File: config.mk
export PLATFORM = sky130hd
export DESIGN_NAME = anc_sample_frontend
export DESIGN_NICKNAME = d
export VERILOG_FILES = /design/src/rtl/anc_frontend_pkg.sv /design/src/rtl/anc_frame_fifo.sv /design/src/rtl/anc_sample_frontend.sv
export SDC_FILE = /design/constraint.sdc
export NUM_CORES = 1
export LEC_CHECK = 0
export CAP_MARGIN = 0
export CORE_ASPECT_RATIO = 0.9
export CORE_MARGIN = 2
export CORE_UTILIZATION = 35
export CTS_BUF_LIST = sky130_fd_sc_hd__clkbuf_8 sky130_fd_sc_hd__clkbuf_16
export DETAILED_ROUTE_END_ITERATION = 6
export GPL_ROUTABILITY_DRIVEN = 0
export PLACE_DENSITY = 0.59
export SLEW_MARGIN = 10
export SYNTH_ARGS = -nofsm -noshare
export SYNTH_HDL_FRONTEND = slang
export SYNTH_SLANG_ARGS = --single-unit
export TNS_END_PERCENT = 30
File: constraint.sdc
create_clock -name clk -period 3.9 [get_ports clk]
set_input_delay 0.78 -clock clk [delete_from_list [all_inputs] [get_ports clk]]
set_output_delay 0.78 -clock clk [all_outputs]
set_load 0.01 [all_outputs]
File: src/rtl/anc_frontend_pkg.sv
// Shared definitions for the ANC sample frontend: channel tags, assembler
// states and default sizing.
package anc_frontend_pkg;

   localparam int unsigned W_DEFAULT     = 16;
   localparam int unsigned DEPTH_DEFAULT = 4;

   localparam logic [1:0] CH_X    = 2'd0;
   localparam logic [1:0] CH_E    = 2'd1;
   localparam logic [1:0] CH_A    = 2'd2;
   localparam logic [1:0] CH_RSVD = 2'd3;

   typedef enum logic [1:0] {
      WAIT_X = 2'd0,
      WAIT_E = 2'd1,
      WAIT_A = 2'd2
   } asm_state_e;

endpackage

File: src/rtl/anc_frame_fifo.sv
// Synchronous DEPTH-entry frame FIFO; the caller gates push so a push into a
// full FIFO is only issued together with a pop.
module anc_frame_fifo #(
   parameter int unsigned W     = 16,
   parameter int unsigned DEPTH = 4
) (
   input  logic                      clk,
   input  logic                      rst_n,
   input  logic                      push,
   input  logic                      pop,
   input  logic [3*W-1:0]            wdata,
   output logic [3*W-1:0]            rdata,
   output logic                      full,
   output logic                      empty,
   output logic [$clog2(DEPTH):0]    level
);

   localparam int unsigned AW = $clog2(DEPTH);
   localparam int unsigned LW = AW + 1;
   localparam logic [AW:0] FULL_LVL = LW'(DEPTH);

   logic [3*W-1:0] mem_q [DEPTH];
   logic [AW-1:0]  wr_ptr_q, rd_ptr_q;
   logic [AW:0]    level_q, level_d;

   always_comb begin
      level_d = level_q;
      unique case ({push, pop})
         2'b10:   level_d = level_q + 1'b1;
         2'b01:   level_d = level_q - 1'b1;
         default: level_d = level_q;
      endcase
   end

   always_ff @(posedge clk) begin
      if (!rst_n) begin
         wr_ptr_q <= '0;
         rd_ptr_q <= '0;
         level_q  <= '0;
      end else begin
         if (push) wr_ptr_q <= wr_ptr_q + 1'b1;
         if (pop)  rd_ptr_q <= rd_ptr_q + 1'b1;
         level_q <= level_d;
      end
   end

   always_ff @(posedge clk) begin
      if (push) mem_q[wr_ptr_q] <= wdata;
   end

   assign rdata = mem_q[rd_ptr_q];
   assign full  = (level_q == FULL_LVL);
   assign empty = (level_q == '0);
   assign level = level_q;

endmodule

File: src/rtl/anc_sample_frontend.sv
// Channel-tagged sample assembler feeding a frame FIFO and a paced frame
// handshake. Optional dropped-frame counter under ANC_FRONTEND_OVF_CNT_EN.
module anc_sample_frontend
   import anc_frontend_pkg::*;
#(
   parameter int unsigned W     = W_DEFAULT,
   parameter int unsigned DEPTH = DEPTH_DEFAULT
) (
   input  logic                      clk,
   input  logic                      rst_n,
   input  logic                      enable,
   input  logic                      smp_valid,
   input  logic [1:0]                smp_ch,
   input  logic [W-1:0]              smp_data,
   input  logic                      err_clr,
   input  logic                      controller_ready,
   output logic                      in_valid,
   output logic [W-1:0]              x_in,
   output logic [W-1:0]              e_in,
   output logic [W-1:0]              a_in,
   output logic [$clog2(DEPTH):0]    fifo_level,
   output logic                      overflow,
   output logic                      frame_err,
   output logic [7:0]                ovf_count
);

   asm_state_e     state_q, state_d;
   logic [W-1:0]   x_q, x_d, e_q, e_d;
   logic           acc, push_req, err_set;

   logic           in_valid_q, overflow_q, err_q;
   logic [W-1:0]   x_out_q, e_out_q, a_out_q;

   logic           fifo_push, fifo_pop, fifo_full, fifo_empty, ovf_evt;
   logic [3*W-1:0] fifo_rdata;

   assign acc = enable && smp_valid && (smp_ch != CH_RSVD);

   // Any unexpected tag drops the partial frame; an x tag restarts one.
   always_comb begin
      state_d  = state_q;
      x_d      = x_q;
      e_d      = e_q;
      push_req = 1'b0;
      err_set  = 1'b0;
      if (!enable) begin
         state_d = WAIT_X;
      end else if (acc) begin
         unique case (state_q)
            WAIT_X: begin
               if (smp_ch == CH_X) begin
                  x_d     = smp_data;
                  state_d = WAIT_E;
               end else begin
                  err_set = 1'b1;
               end
            end
            WAIT_E: begin
               if (smp_ch == CH_E) begin
                  e_d     = smp_data;
                  state_d = WAIT_A;
               end else begin
                  err_set = 1'b1;
                  state_d = WAIT_X;
                  if (smp_ch == CH_X) begin
                     x_d     = smp_data;
                     state_d = WAIT_E;
                  end
               end
            end
            WAIT_A: begin
               state_d = WAIT_X;
               if (smp_ch == CH_A) begin
                  push_req = 1'b1;
               end else begin
                  err_set = 1'b1;
                  if (smp_ch == CH_X) begin
                     x_d     = smp_data;
                     state_d = WAIT_E;
                  end
               end
            end
            default: state_d = WAIT_X;
         endcase
      end
   end

   // A push into a full FIFO is only taken when a pop frees the slot this cycle.
   assign fifo_pop  = !fifo_empty && controller_ready && !in_valid_q;
   assign fifo_push = push_req && (!fifo_full || fifo_pop);
   assign ovf_evt   = push_req && fifo_full && !fifo_pop;

   anc_frame_fifo #(
      .W     (W),
      .DEPTH (DEPTH)
   ) u_fifo (
      .clk   (clk),
      .rst_n (rst_n),
      .push  (fifo_push),
      .pop   (fifo_pop),
      .wdata ({x_q, e_q, smp_data}),
      .rdata (fifo_rdata),
      .full  (fifo_full),
      .empty (fifo_empty),
      .level (fifo_level)
   );

   always_ff @(posedge clk) begin
      if (!rst_n) begin
         state_q    <= WAIT_X;
         x_q        <= '0;
         e_q        <= '0;
         in_valid_q <= 1'b0;
         x_out_q    <= '0;
         e_out_q    <= '0;
         a_out_q    <= '0;
         overflow_q <= 1'b0;
         err_q      <= 1'b0;
      end else begin
         state_q    <= state_d;
         x_q        <= x_d;
         e_q        <= e_d;
         in_valid_q <= fifo_pop;
         if (fifo_pop) {x_out_q, e_out_q, a_out_q} <= fifo_rdata;
         overflow_q <= ovf_evt;
         err_q      <= err_set | (err_q & ~err_clr);
      end
   end

`ifdef ANC_FRONTEND_OVF_CNT_EN
   logic [7:0] ovf_cnt_q;

   always_ff @(posedge clk) begin
      if (!rst_n) begin
         ovf_cnt_q <= '0;
      end else if (ovf_evt && (ovf_cnt_q != '1)) begin
         ovf_cnt_q <= ovf_cnt_q + 8'd1;
      end
   end

   assign ovf_count = ovf_cnt_q;
`else
   assign ovf_count = '0;
`endif

   assign in_valid  = in_valid_q;
   assign x_in      = x_out_q;
   assign e_in      = e_out_q;
   assign a_in      = a_out_q;
   assign overflow  = overflow_q;
   assign frame_err = err_q;

endmodule

==> results of run 1 <==
-- worst reg2reg max path: stages (launching register included) --
cell       delay, ns
dfxtp_1         0.58
nand4bb_4       0.17
a211oi_4        0.23
buf_4           0.20
and2_2          0.48
buf_12          0.25
-- worst paths after layout --
| path | startpoint | endpoint | cells after the start |
|---|---|---|---|
| max reg2reg | state_q[1] | u_fifo.mem_q[1][25] | 5 |
| min reg2reg | a_in[15] | a_in[15] | 2 |
| min | a_in[15] | a_in[15] | 2 |
| max | smp_ch[1] | u_fifo.mem_q[1][25] | 6 |
-- synth_stat cells (2+ instances only) --
cell type  instances
nand2_1          165
xnor2_1            4
buf_1              3
ha_1               4
clkbuf_1          16
a21oi_1           84
buf_2             10
or2_1              2
mux4_2            48
nor3_1             2
nor2_1            14
nand3_1            2
buf_4             15
and2_1             4
edfxtp_1         192
dfxtp_1           92
nand2_2            2
inv_1              6
-- sequential cells by signal, summed over array words and instances (netlist names) --
| signal | cells |
|---|---|
| e_in | 16 |
| state_q | 2 |
| x_q | 16 |
| x_in | 16 |
| u_fifo.level | 3 |
| u_fifo.mem_q | 192 |
| overflow | 1 |
| e_q | 16 |
| u_fifo.wr_ptr_q | 2 |
| u_fifo.rd_ptr_q | 2 |
| frame_err | 1 |
| a_in | 16 |
| in_valid | 1 |
-- power by group --
| group | internal (uW) | switching [uW] |
|---|---|---|
| Combinational | 744 | 579 |
| Sequential | 3380 | 240 |
| Clock | 1520 | 1090 |
-- logic make-up (layout without fill, tap and decap cells) --
kind of cell    after synthesis  in the layout  share of synthesized area [%]
buf+inv                      53            149                           2.65
simple gates                197            197                           7.90
mux                          50             50                           10.7
compound gates               90             90                           4.86
flops                       284            284                           72.8
xor+xnor                      5              5                          0.419
fa+ha+maj                     5              5                          0.671
other cells                   1              8                         0.0359
-- per-stage QoR --
| stage | setup slack (ns) | cells | util, % | hold slack, ns | instance area [um^2] |
|---|---|---|---|---|---|
| 6_report | 1.29 | 1184 | 43.2 | 0.454 | 12600 |
| 5_1_grt | 1.16 | 1184 | 43.2 | 0.475 | 12600 |
| 4_1_cts | 1.28 | 1184 | 43.2 | 0.457 | 12600 |
| 3_5_place_dp | 0.724 | 1132 | 40.1 | 0.448 | 11700 |
| 3_3_place_gp | 0.748 | 1132 | 40.1 | 0.445 | 11700 |
| 2_1_floorplan | 0.767 | 692 | - | 0.460 | 10500 |
-- area by class of cell --
type,count,share of cell area [%]
clock inverters,20,1.23
clock buffers,32,6.00
repair buffers,90,7.49
well taps,396,3.93
inverters,7,0.209
multi-input cells,355,20.7
flip-flops and latches,284,60.5
-- per-layer routing --
layer,track usage [%],vias to the layer above,wire (um)
met5,0,-,0
met4,2.81,0,363
met3,2.18,34,1270
met2,22.2,140,10000
met1,18.6,2794,9150
li1,-,2644,-
==> out/results.ini, run 1 <==
[layout]
mostFrequentLayoutCell=edfxtp_1
fillers=2639
mostFrequentLayoutCells=edfxtp_1 (192), nand2_1 (165), dfxtp_1 (90), a21oi_1 (84), clkdlybuf4s50_1 (77)
multi_input_area_um2=2600
syn_to_final_growth_pct=20.5
n_antenna_cell=0
drive_above_1_share_pct=15.4
nNetsFinal=795
ff_latch_area_um2=7610

[floorplan]
ioPinCount=86
rows=59
die_area_um2=31300
start_util_pct=35.8
die_w_um=186
dieHeight_um=168
core_um2=29200

[placement]
port_buffers=77
dp_hpwl_um=12500

[global_routing]
grt_first_pass_wirelength_um=32300
grt_use_total_pct=13.4
grt_pass1_vias=5651
antenna_found_initial=0
grt_max_degree=59
overflow=0

[sta]
tightest_slew_ns=1.01
post-route-period-util_pct=66.9
fmax_mhz=383
hold_viol=0
skew_ns=0.0126
relSlewSlack_pct=32.7
layout_min_cycle_time_ns=2.61
rsz0062_at_grt=false
setup_viol=0
setup-tns-final_ns=0
drv_slew=0

[logic_synthesis]
yosys.area.top_type_share_pct=55.2
yosysSeqAreaShare_pct=72.8
synth_ff_type=edfxtp_1
syn_area_um2=10400
yosys.area.top_type=edfxtp_1
synth_edf_count=192
yosysWarnings=0
ys_top_cells_by_area=edfxtp_1 (55%), dfxtp_1 (18%), mux4_2 (10%)
async_flop_share_pct=0
avgSynthCellArea_um2=15.3
synth_cells=685
ys_types=38
synth_seq_cells=284

[worst_hold_path]
hp-class=reg2reg

[setup_path]
crit_family=buffers and inverters
rrSetupSlack_ns=1.69
cp_data_required_time_ns=4.14
critPathCaptureType=flip-flop
slowest_delay_ns=0.73
crit_buf_inv=3
critPathSlowestCell=clkdlybuf4s50_1
crit_arrival_ns=2.85
cp_max_fo=20
worstPathCellList=clkdlybuf4s50_1, nand4bb_4, a211oi_4, buf_4, and2_2, buf_12
cp-start-kind=input pin
crit_type=in2reg

[routing]
wl_per_cell_um=17.6
detail-route-antenna-nets=0
routed_wl_um=20800
drt_iter0_drc=304
vias=5612
dr.pass1.iters=4
avgViaCountPerCell=4.74
route.detailed.drc=0

[clock_network]
clkTransAtPathRegs_ns=0.06
clk_latency_ns=0.54
cts_hold_buf=0
numCtsBuffers=28
h-tree-depth=1
clock_path_buffers=3
cts_tree=built
clock_sinks=284
cts_root_buf=clkbuf_16
cts.repair.resized=0
cts_setup_buffers=0

[pwr]
peakVddDrop_uv=300
power.leakage_uw=0.00384
powerDensity_nw_per_um2=599
power.total_uw=7540

[outcome]
status=finished clean

[job]
maxCapViolCount=0

(Power assumes the default switching activity.)
==> run 2, diff against run 1 <==
--- a/config.mk
+++ b/config.mk
@@ -12,7 +12,7 @@
 export CTS_BUF_LIST = sky130_fd_sc_hd__clkbuf_8 sky130_fd_sc_hd__clkbuf_16
 export DETAILED_ROUTE_END_ITERATION = 6
 export GPL_ROUTABILITY_DRIVEN = 0
-export PLACE_DENSITY = 0.59
+export PLACE_DENSITY = 0.61
 export SLEW_MARGIN = 10
 export SYNTH_ARGS = -nofsm -noshare
 export SYNTH_HDL_FRONTEND = slang
==> constraint.sdc (replaced) <==
create_clock -name clk -period 2.4 [get_ports clk]
set_input_delay 0.48 -clock clk [delete_from_list [all_inputs] [get_ports clk]]
set_output_delay 0.48 -clock clk [all_outputs]
set_load 0.01 [all_outputs]
==> run 2 against run 1 <==
Against the previous run: non-clock buffer count is 22 higher; register-to-register slack got worse by 1.3 ns; global-route usage increased by 0.59 points; sequential power is 58% higher; critical endpoint is now fifo_level[2].
==> out/results.ini, run 2 (synthesis gave the netlist of run 1 again) <==
[clock_network]
clk_latency_ns=0.54
cts_root_buf=clkbuf_16
cts_setup_buffers=0
clock_path_buffers=3
cts_hold_buf=0
cts_tree=built
numCtsBuffers=28
clock_sinks=284
cts.repair.resized=0
h-tree-depth=1
clkTransAtPathRegs_ns=0.06

[placement]
port_buffers=77
place_inst=1154
dp_hpwl_um=14000
place_area_um2=11900

[routing]
vias=5761
route.detailed.drc=0
detail-route-antenna-nets=0
wl_per_cell_um=17.9
dr.pass1.iters=4
routed_wl_um=21500
avgViaCountPerCell=4.78
drt_iter0_drc=258

[pwr]
peakVddDrop_uv=503
power.leakage_uw=0.00399
powerDensity_nw_per_um2=993

[layout]
n_antenna_cell=0
fillers=2578
largest_reg_flops=192
regMostFlops=u_fifo.mem_q
nNetsFinal=817
mostFrequentLayoutCells=edfxtp_1 (192), nand2_1 (165), dfxtp_1 (90), a21oi_1 (84), clkdlybuf4s50_1 (77)
final_area_um2=12900
drive_above_1_share_pct=18.5
layout.cells.non_filler=1206
mostFrequentLayoutCell=edfxtp_1
syn_to_final_growth_pct=23.8

[sta]
rsz0062_at_grt=false
hold_slack_ns=0.453
setup-tns-final_ns=0
drv_slew=0
tightest_slew_ns=0.501
post-route-period-util_pct=85.2
setup_viol=0
layout_min_cycle_time_ns=2.04
relSlewSlack_pct=66.5
skew_ns=0.00691
fmax_mhz=489
hold_viol=0

[floorplan]
start_util_pct=35.8
die_area_um2=31300
dieHeight_um=168
ioPinCount=86
die_w_um=186
rows=59
core_um2=29200

[global_routing]
antenna_found_initial=0
grt_first_pass_wirelength_um=33400
grt_max_degree=51
grt_use_total_pct=14.0
grt_pass1_vias=5778
overflow=0

[setup_path]
cp_data_required_time_ns=1.92
cp_max_fo=5
crit_arrival_ns=1.56
crit_start=u_fifo.level[2]
cp-start-kind=flip-flop
slowest_delay_ns=0.61
r2r_end=u_fifo.mem_q[0][15]
crit_type=reg2out
critPathCaptureType=output pin
rrSetupSlack_ns=0.42
r2r_cells=4
critPathSlowestCell=clkdlybuf4s50_1
cp_num_cells=1
crit_buf_inv=1
crit_family=buffers and inverters
endpoint=fifo_level[2]
r2r_start=state_q[1]
worstPathCellList=clkdlybuf4s50_1

[job]
maxCapViolCount=0

[worst_hold_path]
hp-class=reg2reg

[outcome]
status=finished clean

run 2: cell types whose count changed in the layout (fill, tap and decap cells not counted), moves of 2 or more:
cell / before / now
buf_12: 6 / 12
bufinv_16: 2 / 5
buf_4: 7 / 23
clkinvlp_4: 0 / 3
inv_1: 15 / 9
clkinv_4: 1 / 3
run 2: worst min-delay path by stage:
stage / from / to / slack (ns) / cells after the start
floorplan: e_q[0] / u_fifo.mem_q[0][16] / 0.46 / 0
global placement: a_in[12] / a_in[12] / 0.45 / 2
detailed placement: e_in[11] / e_in[11] / 0.45 / 2
CTS: e_in[11] / e_in[11] / 0.46 / 2
global route: x_in[3] / x_in[3] / 0.47 / 2
finish: x_in[3] / x_in[3] / 0.45 / 2
run 2: final cells by class:
type,count,area (um^2),area share (%)
flip-flops and latches,284,7610,58.8
multi-input cells,355,2600,20.1
repair buffers,112,1180,9.15
clock buffers,33,781,6.04
well taps,396,495,3.83
clock inverters,19,234,1.81
inverters,7,26.3,0.203
run 2: report_power, final:
group	total (uW)	leakage, uW	switching, uW	internal (uW)
registers	5730	0.00242	240	5490
clock network	4690	0.000503	1830	2860
logic	2420	0.00107	1130	1300
total	12800	0.00399	3190	9650
run 2: layer usage:
metal | part of all wire, % | wire [um] | GRT usage (%) | up-vias
met5 | 0 | 0 | 0 | -
met4 | 2.1 | 462 | 3.80 | 0
met3 | 4.0 | 870 | 2.38 | 34
met2 | 47 | 10200 | 22.6 | 133
met1 | 46 | 10000 | 19.5 | 2907
li1 | - | - | - | 2687
run 2: worst min-delay path: stages (launching register included):
cell	delay, ns
dfxtp_1	0.31
nand2_1	0.05
a21oi_1	0.05
run 2: per-stage QoR:
| step | total power [uW] | setup WS [ns] | util [%] |
|---|---|---|---|
| 6_report | 12800 | 0.355 | 44.4 |
| 5_1_grt | 13400 | 0.280 | 44.4 |
| 4_1_cts | 13000 | 0.290 | 44.4 |
| 3_5_place_dp | 8340 | 0.000859 | 40.9 |
| 3_3_place_gp | 8310 | 0.0145 | 40.9 |
| 2_1_floorplan | 7260 | -0.433 | - |
==> run 3, diff against run 2 <==
--- a/config.mk
+++ b/config.mk
@@ -12,7 +12,7 @@
 export CTS_BUF_LIST = sky130_fd_sc_hd__clkbuf_8 sky130_fd_sc_hd__clkbuf_16
 export DETAILED_ROUTE_END_ITERATION = 6
 export GPL_ROUTABILITY_DRIVEN = 0
-export PLACE_DENSITY = 0.61
+export PLACE_DENSITY = 0.59
 export SLEW_MARGIN = 10
 export SYNTH_ARGS = -nofsm -noshare
 export SYNTH_HDL_FRONTEND = slang
==> constraint.sdc (replaced) <==
create_clock -name clk -period 2.6 [get_ports clk]
set_input_delay 0.52 -clock clk [delete_from_list [all_inputs] [get_ports clk]]
set_output_delay 0.52 -clock clk [all_outputs]
set_load 0.01 [all_outputs]
==> run 3 against run 2 <==
Against the previous run: via count fell by 2.1%; total power fell by 11%; combinational power fell by 5%; non-clock buffer count fell by 7; sequential power fell by 9.1%; flip-flop and latch count did not move; highest routed layer unchanged; clock-buffer cell count fell by 1; final cell count fell by 0.50%.
==> out/results.ini, run 3 (synthesis gave the netlist of run 1 again) <==
[global_routing]
overflow=0
grt_use_total_pct=14.0
antenna_found_initial=0
grt_max_degree=51
grt_pass1_vias=5812
grt_first_pass_wirelength_um=33600

[layout]
nNetsFinal=811
largest_reg_flops=192
mostFrequentLayoutCells=edfxtp_1 (192), nand2_1 (165), dfxtp_1 (90), a21oi_1 (84), clkdlybuf4s50_1 (77)
n_antenna_cell=0
fin_util_pct=44.0
syn_to_final_growth_pct=22.8
fillers=2630
ff_latch_area_um2=7610
drive_above_1_share_pct=17.2
regMostFlops=u_fifo.mem_q
mostFrequentLayoutCell=edfxtp_1
multi_input_area_um2=2600
final_area_um2=12800

[setup_path]
crit_buf_inv=1
worstPathCellList=clkdlybuf4s50_1
crit_family=buffers and inverters
slowest_delay_ns=0.58
critPathCaptureType=output pin
cp_data_required_time_ns=2.08
r2r_cells=5
crit_arrival_ns=1.53
crit_type=reg2out
r2r_end=u_fifo.level[1]
rrSetupSlack_ns=0.60
critPathSlowestCell=clkdlybuf4s50_1
r2r_start=state_q[1]
cp_max_fo=5
cp-start-kind=flip-flop

[clock_network]
cts_root_buf=clkbuf_16
numCtsBuffers=29
cts_hold_buf=0
cts_setup_buffers=0
h-tree-depth=1
cts_tree=built
clkTransAtPathRegs_ns=0.06
clk_latency_ns=0.54
cts.repair.resized=0
clock_sinks=284
clock_path_buffers=3

[pwr]
powerDensity_nw_per_um2=892
swShare_pct=25.3
power.clock.fraction_pct=34.4
p_seq_share_pct=45.6
peakVddDrop_uv=495
p_sw_uw=2890
p_int_uw=8550
comb_power_share_pct=20.1
power.leakage_uw=0.00394

[routing]
wl_per_cell_um=17.9
route.detailed.drc=0
routed_wl_um=21400
drt_iter0_drc=363
vias=5642
avgViaCountPerCell=4.70
detail-route-antenna-nets=0
dr.pass1.iters=5

[floorplan]
rows=59
dieHeight_um=168
die_area_um2=31300
die_w_um=186
core_um2=29200
start_util_pct=35.8
ioPinCount=86

[sta]
hold_viol=0
rsz0062_at_grt=false
skew_ns=0.0109
setup_viol=0
relSlewSlack_pct=58.2
layout_min_cycle_time_ns=2.05
fmax_mhz=489
post-route-period-util_pct=78.7
drv_slew=0
tightest_slew_ns=0.627
setup-tns-final_ns=0

[worst_hold_path]
hold_start=a_in[14]
holdPathStages=2
hold_end=a_in[14]
hp-class=reg2reg

[placement]
dp_hpwl_um=13100
place_area_um2=11900
port_buffers=77

[job]
maxCapViolCount=0

[outcome]
status=finished clean

-- run 3: cell types whose count changed in the layout (fill, tap and decap cells not counted), moves of 3 or more --
cell,delta
clkinv_2,+4
clkinv_4,-3
inv_1,+4
buf_4,-11
bufinv_16,-3
buf_12,+4
-- run 3: power groups by stage --
stage / clock network (uW) / logic (uW) / registers [uW]
after floorplan: 0 / 1290 / 5410
after global placement: 0 / 2340 / 5310
after detailed placement: 0 / 2360 / 5320
after CTS: 4030 / 2360 / 5220
after global routing: 4200 / 2530 / 5250
final: 3930 / 2300 / 5210
-- run 3: layout make-up --
cell class / count / share of cell area (%)
clock inverters: 21 / 1.13
repair buffers: 105 / 9.21
multi-input cells: 355 / 20.3
flip-flops and latches: 284 / 59.3
inverters: 7 / 0.205
clock buffers: 32 / 5.98
well taps: 396 / 3.86
-- run 3: layer usage --
layer	vias up	GRT usage, %	part of all wire [%]
met3	38	2.08	5.6
met1	2787	19.3	44
met4	0	3.94	2.4
met2	139	23.1	48
met5	-	0	0
li1	2678	-	-
-- run 3: worst max path at each step --
stage                          from            endpoint  slack [ns]  cells past startpoint
floorplan                 smp_ch[1]  u_fifo.mem_q[0][0]       -0.27                      4
global placement          smp_ch[0]     u_fifo.level[1]        0.18                      6
detailed placement        smp_ch[0]     u_fifo.level[1]        0.15                      6
CTS                 u_fifo.level[1]       fifo_level[1]        0.53                      1
finish              u_fifo.level[1]       fifo_level[1]        0.55                      1
global route        u_fifo.level[1]       fifo_level[1]        0.52                      1
-- run 3: through the flow --
stage	instances	hold slack (ns)	setup WS, ns	total power, uW
2_1_floorplan	692	0.460	-0.273	6700
3_3_place_gp	1147	0.443	0.184	7660
3_5_place_dp	1147	0.447	0.149	7670
4_1_cts	1200	0.455	0.525	11600
5_1_grt	1200	0.470	0.516	12000
6_report	1200	0.452	0.554	11400
